$ cat config.mk
export PLATFORM = sky130hd
export DESIGN_NAME = tpu_host_ctrl
export DESIGN_NICKNAME = d
export VERILOG_FILES = /design/src/rtl/tpu_host_ctrl.sv
export SDC_FILE = /design/constraint.sdc
export NUM_CORES = 1
export LEC_CHECK = 0
export CAP_MARGIN = 20
export CELL_PAD_IN_SITES_DETAIL_PLACEMENT = 1
export CELL_PAD_IN_SITES_GLOBAL_PLACEMENT = 1
export CORE_AREA = 2 2 207 209
export CTS_BUF_LIST = sky130_fd_sc_hd__clkbuf_4
export DETAILED_ROUTE_END_ITERATION = 10
export DIE_AREA = 0 0 209 211
export PLACE_DENSITY_LB_ADDON = 0.25
export REMOVE_ABC_BUFFERS = 1
export SLEW_MARGIN = 20
export SYNTH_ARGS = -nofsm -noshare
export SYNTH_HDL_FRONTEND = slang
export SYNTH_SLANG_ARGS = --single-unit
$ cat constraint.sdc
create_clock -name clk -period 9.45 [get_ports clk]
set_input_delay 2.3625 -clock clk [delete_from_list [all_inputs] [get_ports clk]]
set_output_delay 2.3625 -clock clk [all_outputs]
set_load 0.005 [all_outputs]
$ cat src/rtl/tpu_host_ctrl.sv
// Host-side controller for a TPU job: streams A and B operands into their
// buffers, kicks the TPU, waits for it to finish, then streams C rows out.
//
// Handshakes: a transfer happens on a rising clk edge where valid and ready
// are both 1. ld_ready depends only on the FSM state, never on ld_valid.
// out_valid/out_data/out_last hold steady until out_ready is seen.
module tpu_host_ctrl #(
  parameter int ADDR_W       = 16,
  parameter int KICK_TIMEOUT = 4
) (
  input  logic              clk,
  input  logic              rst,
  input  logic              start,
  input  logic [7:0]        cfg_k,
  input  logic [7:0]        cfg_m,
  input  logic [7:0]        cfg_n,
  input  logic              ld_valid,
  output logic              ld_ready,
  input  logic [31:0]       ld_data,
  output logic              out_valid,
  input  logic              out_ready,
  output logic [127:0]      out_data,
  output logic              out_last,
  output logic              ctrl_busy,
  output logic              done,
  output logic              err,
  output logic              tpu_in_valid,
  output logic [7:0]        tpu_K,
  output logic [7:0]        tpu_M,
  output logic [7:0]        tpu_N,
  input  logic              tpu_busy,
  output logic              A_wr_en,
  output logic [ADDR_W-1:0] A_index,
  output logic [31:0]       A_data_in,
  output logic              B_wr_en,
  output logic [ADDR_W-1:0] B_index,
  output logic [31:0]       B_data_in,
  output logic              C_wr_en,
  output logic [ADDR_W-1:0] C_index,
  input  logic [127:0]      C_data_out,
  output logic [3:0]        dbg_state_o
);

  typedef enum logic [3:0] {
    IDLE, LOAD_A, LOAD_B, KICK, WAIT_HI, WAIT_LO, RD_ADDR, RD_CAP, OUT, DONE
  } state_t;

  state_t        state_q, state_d;
  logic [7:0]    k_q, k_d, m_q, m_d, n_q, n_d;
  logic [15:0]   words_q, words_d;
  logic [15:0]   cnt_q, cnt_d;
  logic [7:0]    row_q, row_d;
  logic [15:0]   tmo_q, tmo_d;
  logic          err_q, err_d;
  logic [127:0]  out_data_q, out_data_d;
  logic          last_row;

  assign last_row = (row_q == k_q - 8'd1);

  // State and datapath registers; reset drops any job in flight.
  always_ff @(posedge clk or posedge rst) begin
    if (rst) begin
      state_q    <= IDLE;
      k_q        <= '0;
      m_q        <= '0;
      n_q        <= '0;
      words_q    <= '0;
      cnt_q      <= '0;
      row_q      <= '0;
      tmo_q      <= '0;
      err_q      <= 1'b0;
      out_data_q <= '0;
    end else begin
      state_q    <= state_d;
      k_q        <= k_d;
      m_q        <= m_d;
      n_q        <= n_d;
      words_q    <= words_d;
      cnt_q      <= cnt_d;
      row_q      <= row_d;
      tmo_q      <= tmo_d;
      err_q      <= err_d;
      out_data_q <= out_data_d;
    end
  end

  // Next-state logic: sequencing of load, kick, wait and readout phases.
  always_comb begin
    state_d    = state_q;
    k_d        = k_q;
    m_d        = m_q;
    n_d        = n_q;
    words_d    = words_q;
    cnt_d      = cnt_q;
    row_d      = row_q;
    tmo_d      = tmo_q;
    err_d      = err_q;
    out_data_d = out_data_q;
    case (state_q)
      IDLE: begin
        if (start) begin
          k_d     = cfg_k;
          m_d     = cfg_m;
          n_d     = cfg_n;
          words_d = 16'(cfg_k) * 16'(cfg_m);
          cnt_d   = '0;
          err_d   = 1'b0;
          // An empty job has nothing to load or compute.
          state_d = (cfg_k == 8'd0 || cfg_m == 8'd0) ? DONE : LOAD_A;
        end
      end
      LOAD_A, LOAD_B: begin
        if (ld_valid) begin
          if (cnt_q == words_q - 16'd1) begin
            cnt_d   = '0;
            state_d = (state_q == LOAD_A) ? LOAD_B : KICK;
          end else begin
            cnt_d = cnt_q + 16'd1;
          end
        end
      end
      KICK: begin
        tmo_d   = '0;
        state_d = WAIT_HI;
      end
      WAIT_HI: begin
        if (tpu_busy) begin
          state_d = WAIT_LO;
        end else if (tmo_q == 16'(KICK_TIMEOUT - 1)) begin
          err_d   = 1'b1;
          state_d = DONE;
        end else begin
          tmo_d = tmo_q + 16'd1;
        end
      end
      WAIT_LO: begin
        if (!tpu_busy) begin
          row_d   = '0;
          state_d = RD_ADDR;
        end
      end
      RD_ADDR: state_d = RD_CAP;
      RD_CAP: begin
        // C buffer read data is valid the cycle after the address.
        out_data_d = C_data_out;
        state_d    = OUT;
      end
      OUT: begin
        if (out_ready) begin
          if (last_row) begin
            state_d = DONE;
          end else begin
            row_d   = row_q + 8'd1;
            state_d = RD_ADDR;
          end
        end
      end
      DONE:    state_d = IDLE;
      default: state_d = IDLE;
    endcase
  end

  // Outputs decoded from state; buffer writes only on accepted beats.
  always_comb begin
    ld_ready     = (state_q == LOAD_A) || (state_q == LOAD_B);
    A_wr_en      = (state_q == LOAD_A) && ld_valid;
    B_wr_en      = (state_q == LOAD_B) && ld_valid;
    A_index      = A_wr_en ? ADDR_W'(cnt_q) : '0;
    B_index      = B_wr_en ? ADDR_W'(cnt_q) : '0;
    A_data_in    = A_wr_en ? ld_data : '0;
    B_data_in    = B_wr_en ? ld_data : '0;
    C_wr_en      = 1'b0;
    C_index      = (state_q == RD_ADDR) ? ADDR_W'(row_q) : '0;
    out_valid    = (state_q == OUT);
    out_last     = (state_q == OUT) && last_row;
    out_data     = out_data_q;
    ctrl_busy    = (state_q != IDLE);
    done         = (state_q == DONE);
    err          = err_q;
    tpu_in_valid = (state_q == KICK);
    tpu_K        = k_q;
    tpu_M        = m_q;
    tpu_N        = n_q;
    dbg_state_o  = state_q;
  end

endmodule
After elaboration in Yosys (flattened, before gate mapping)
Index checks and enable logic that the tools add are counted.
{"block": "word_totals", "in_bits": 190, "reg_bits": 213, "word_cells": 89}
{"block": "op_classes", "n_mux": 31, "addsub": 5, "multipliers": 1, "n_eq_ne": 22, "reduce_logical": 20}
{"cell": "two-way mux 16 bit", "count": 7}
{"cell": "two-way mux 32 bit", "count": 2}
{"cell": "one-hot mux 16 bit (2 select lines)", "count": 2}
{"cell": "two-way mux 4 bit", "count": 9}
{"cell": "adder 16 x 1 -> 16 bit (second input constant)", "count": 2}
{"cell": "two-way mux 8 bit", "count": 4}
{"cell": "one-hot mux 4 bit (8 select lines)", "count": 1}
{"cell": "equality test 16 bit", "count": 1}
{"cell": "equality test 16 x 2 -> 1 bit (second input constant)", "count": 1}
{"cell": "equality test 4 x 3 -> 1 bit (second input constant)", "count": 4}
{"cell": "zero test 8 bit", "count": 2}
{"cell": "multiplier 8 x 8 -> 16 bit", "count": 1}
{"cell": "inequality test 2 bit (second input constant)", "count": 8}
{"cell": "one-hot mux 8 bit (2 select lines)", "count": 1}
{"cell": "subtractor 16 x 1 -> 16 bit (second input constant)", "count": 1}
{"cell": "adder 8 x 1 -> 8 bit (second input constant)", "count": 1}
{"cell": "equality test 4 x 2 -> 1 bit (second input constant)", "count": 2}
{"cell": "equality test 4 bit (second input constant)", "count": 2}
{"cell": "equality test 8 bit", "count": 1}
{"cell": "AND reduction 4 bit", "count": 2}
{"cell": "nonzero test 2 bit", "count": 4}
{"cell": "subtractor 8 x 1 -> 8 bit (second input constant)", "count": 1}
{"cell": "AND reduction 3 bit", "count": 2}
{"cell": "AND reduction 6 bit", "count": 1}
{"cell": "11 further kinds", "count": 17}

Logic depth before layout (Yosys ltp)
{"block": "depth", "ltp_word": 5, "ltp_mapped": 18}

Least setup slack after synthesis
Ideal clock, no wire load.
{"block": "synth_timing", "kind": "in2reg", "startpoint": "input port cfg_m[7]", "endpoint": "register words_q[14]", "arrival_ns": 6.205, "setup_ns": 0.134, "slack_ns": 3.111, "n_path_buf": 1, "required_ns": 9.316, "stages": 15, "cell_sequence": "clkbuf_1 and2_1 fa_1 fa_1 fa_1 inv_1 fa_1 inv_1 ha_1 or2_2 o31ai_1 o31ai_1 o41ai_1 xor2_1 o21ai_0"}
{"block": "synth_via", "elab_chain_len": 1}
{"element": "start: declaration", "line": "15", "rtl": "input logic [7:0] cfg_m,"}
{"element": "multiplier 8 x 8 -> 16 bit", "line": "105", "rtl": "words_d = 16'(cfg_k) * 16'(cfg_m);"}
{"element": "end signal: assignment", "line": "78", "rtl": "words_q <= words_d;"}
{"element": "end: declaration", "line": "50", "rtl": "logic [15:0] words_q, words_d;"}
No other way between the ends.
A chain may end at the register's enable or synchronous reset.

Worst setup path in the final report
{"block": "layout_timing", "startpoint": "input port ld_valid", "endpoint": "output port B_index[4]"}
{"block": "layout_via", "elab_chain_len": 2}
{"element": "start: declaration", "line": "17", "rtl": "input logic ld_valid,"}
{"element": "logical AND 1 bit", "line": "167", "rtl": "B_wr_en = (state_q == LOAD_B) && ld_valid;"}
{"element": "two-way mux 16 bit", "line": "169", "rtl": "B_index = B_wr_en ? ADDR_W'(cnt_q) : '0;"}
{"element": "end: declaration", "line": "36", "rtl": "output logic [ADDR_W-1:0] B_index,"}
No other way between the ends.

==> results.json <==
{
  "drc": 0,
  "critPathMaxFanout": 49,
  "clkTransAtPathRegs_ns": 0.06,
  "synth.largest_area_cell": "dfrtp_1",
  "status": "completed",
  "p_leak_nw": 7.92,
  "start_util_pct": 29.7,
  "cts_tree": "done",
  "fin_crit_sh_pct": 69.2,
  "dr.pass1.iters": 4,
  "stdcell_count": 2230,
  "postCtsHoldBufs": 0,
  "maxSlewHeadroom_pct": 36.2,
  "cp.arrival_ns": 4.18,
  "critPathKind": "in -> out",
  "drive_gt1_share_pct": 16.5,
  "cp.required_ns": 7.09,
  "startpoint_type": "primary input",
  "vdd_drop_max_mv": 0.135,
  "ys.flop_type": "dfrtp_1",
  "grt_pass1_wl_um": 64700,
  "synth_cells": 1166,
  "synth_most_common_cell": "dfrtp_1",
  "synth_edf_count": 0,
  "synth_mux_area_share_pct": 13.7,
  "period_needed_ns": 6.54,
  "gp_congestion": 0.796,
  "yosys_warnings": 0,
  "fp.dieH_um": 211,
  "place_hpwl_um": 32200,
  "dieArea_sq_um": 44100,
  "area_delta_synth_final_pct": 47.9,
  "vias_per_cell": 4.67,
  "ys_seq_elements": 213,
  "synth_compound_area_share_pct": 5.65,
  "cts_resized": 0,
  "grt_pass1_vias": 11160,
  "fin_tns_setup_ns": 0,
  "root_buffer": "clkbuf_4",
  "fp.dieW_um": 209,
  "synth_simple_gate_area_share_pct": 18.3,
  "slew_violations": 0,
  "numCtsBuffers": 67,
  "num-nets-final": 1909,
  "grt_max_degree": 140,
  "synth_cell_types": 64,
  "io_pins": 468,
  "worstHoldStart": "tpu_N[2]",
  "worstMarginPinSlew_ns": 0.957,
  "hold_class": "reg -> reg",
  "row_count": 75,
  "syn_avg_cell_area_sq_um": 10.6,
  "critPathLaunch": "ld_valid",
  "cts_setup_buffers": 0,
  "wl_per_cell_um": 18.8,
  "rsz0062_at_grt": "no",
  "netlist_area_sq_um": 12400,
  "ant_nets": 0,
  "yosysTopAreaCellShare_pct": 43.0,
  "ys_top_cells_by_area": "dfrtp_1, mux2_2, and2_1, fa_1, ha_1",
  "post_synth_fa_ha_maj_area_fraction_pct": 9.95,
  "drtIter0Drc": 384,
  "fin_worst_skew_ns": 0.0216,
  "core_sq_um": 41800,
  "hold_violations": 0,
  "synth-xor-area-share_pct": 4.73,
  "clockBufferDepth": 3,
  "setup-violations-final": 0,
  "htreeDepth": 3,
  "clock_sink_count": 213,
  "synthTopCellsByCount": "dfrtp_1, and2_1, mux2_2",
  "placed_cells": 2111,
  "max_freq_ghz": 0.153,
  "grt-ovfl-total": 0,
  "port_buffers": 458,
  "vias": 10412,
  "r2r-start": "words_q[0]",
  "async_reset_ff_share_pct": 100,
  "power.density_nw_per_um2": 268,
  "antenna_found_initial": 4,
  "clk_latency_ns": 0.72,
  "drv_cap": 0,
  "synth_top_family_by_area": "simple AND/OR/NAND/NOR gates",
  "wl_um": 42000,
  "grt_usage_pct": 18.8,
  "crit_path_end_kind": "output port",
  "ys_seq_area_share_pct": 43.0
}
==> power breakdown <==
| part | switching, mW | leakage, nW | internal (mW) |
|---|---|---|---|
| clock | 0.439 | 0.507 | 0.532 |
| combinational | 0.978 | 4.81 | 1.37 |
| sequential | 0.301 | 2.60 | 1.30 |
==> logic make-up after synthesis <==
family / after synthesis
and+or+nand+nor: 412
DFF: 213
muxes: 151
buffers and inverters: 132
AOI/OAI and AO/OA: 113
adders and majority gates: 77
xor gates and xnor gates: 67
other: 1
==> stage by stage <==
stage                     power, mW  instance area, sq um  util, %  hold WS (ns)  setup WS (ns)
after CTS                      5.01                 18300     43.8         0.476           2.87
after global placement         3.92                 17400     41.7         0.459           2.46
after detailed placement       3.98                 17400     41.7         0.464           2.32
after floorplan                2.69                 12100        -         0.470           1.26
after global routing           5.29                 18300     43.9         0.513           2.76
final                          4.92                 18300     43.9         0.475           2.91
==> layout by cell type (no fill, tap or decap), types with 5 or more instances in the layout <==
master           Yosys  final
mux2_2             149    149
nand4_1              7      7
clkdlybuf4s50_1      0    458
xnor2_1             32     32
dfrtp_1            213    213
nor2_1              52     52
clkbuf_4             1     99
o22ai_1              5      5
and3_1              15     15
clkinv_1             0      9
nor2b_1              9      9
nand2b_1             5      5
nand2_1             84     83
or3_1                9      9
buf_4               10      6
o2bb2ai_1            5      5
a21oi_1             29     29
a31oi_1              5      5
a21o_1               7      7
conb_1               1      9
and2_1             154    154
nor4_1              10     10
nor3_1              14     14
ha_1                41     41
xor2_1              35     35
inv_1               65     64
nand3_1             22     21
o21ai_0             34     34
fa_1                36     36
nor3b_1              8      8
==> registers in the layout (all words and copies together), names as in the netlist, 4 cells and up <==
name / flops
row_q: 8
tpu_N: 8
words_q: 16
tpu_K: 8
out_data: 128
tmo_q: 16
dbg_state_o: 4
cnt_q: 16
tpu_M: 8
==> final timing paths <==
check / depth (start not counted) / endpoint / slack, ns
max in group asynchronous: 3 / cnt_q[11] / 6.41
worst min register to register: 2 / tpu_N[2] / 0.47
worst max-delay path: 5 / B_index[4] / 2.91
worst min-delay path: 2 / tpu_N[2] / 0.47
worst max register to register: 8 / cnt_q[7] / 5.92
min in group asynchronous: 2 / out_data[121] / 2.05
==> worst max-delay path, stage by stage <==
cell	delay (ns)
clkdlybuf4s50_1	0.55
and3_1	0.17
buf_4	0.35
and2_1	0.18
clkdlybuf4s50_1	0.55
==> routing by layer <==
metal | global-route usage [%] | vias up | part of all wire (%)
met2 | 31.4 | 329 | 49
met3 | 4.88 | 72 | 6.2
met5 | 0 | - | 0
met1 | 23.2 | 5104 | 42
met4 | 7.71 | 0 | 2.7
li1 | - | 4907 | -
==> cell type report <==
cell class              instances  area, sq um
diodes                          4         10.0
clock buffers                  99          743
clock inverters                15          121
fillers                      4670        23400
inverters                      65          251
multi-input cells             829         6530
flip-flops and latches        213         5330
well taps                     539          674
repair buffers                466         4670
(Power assumes the default switching activity.)
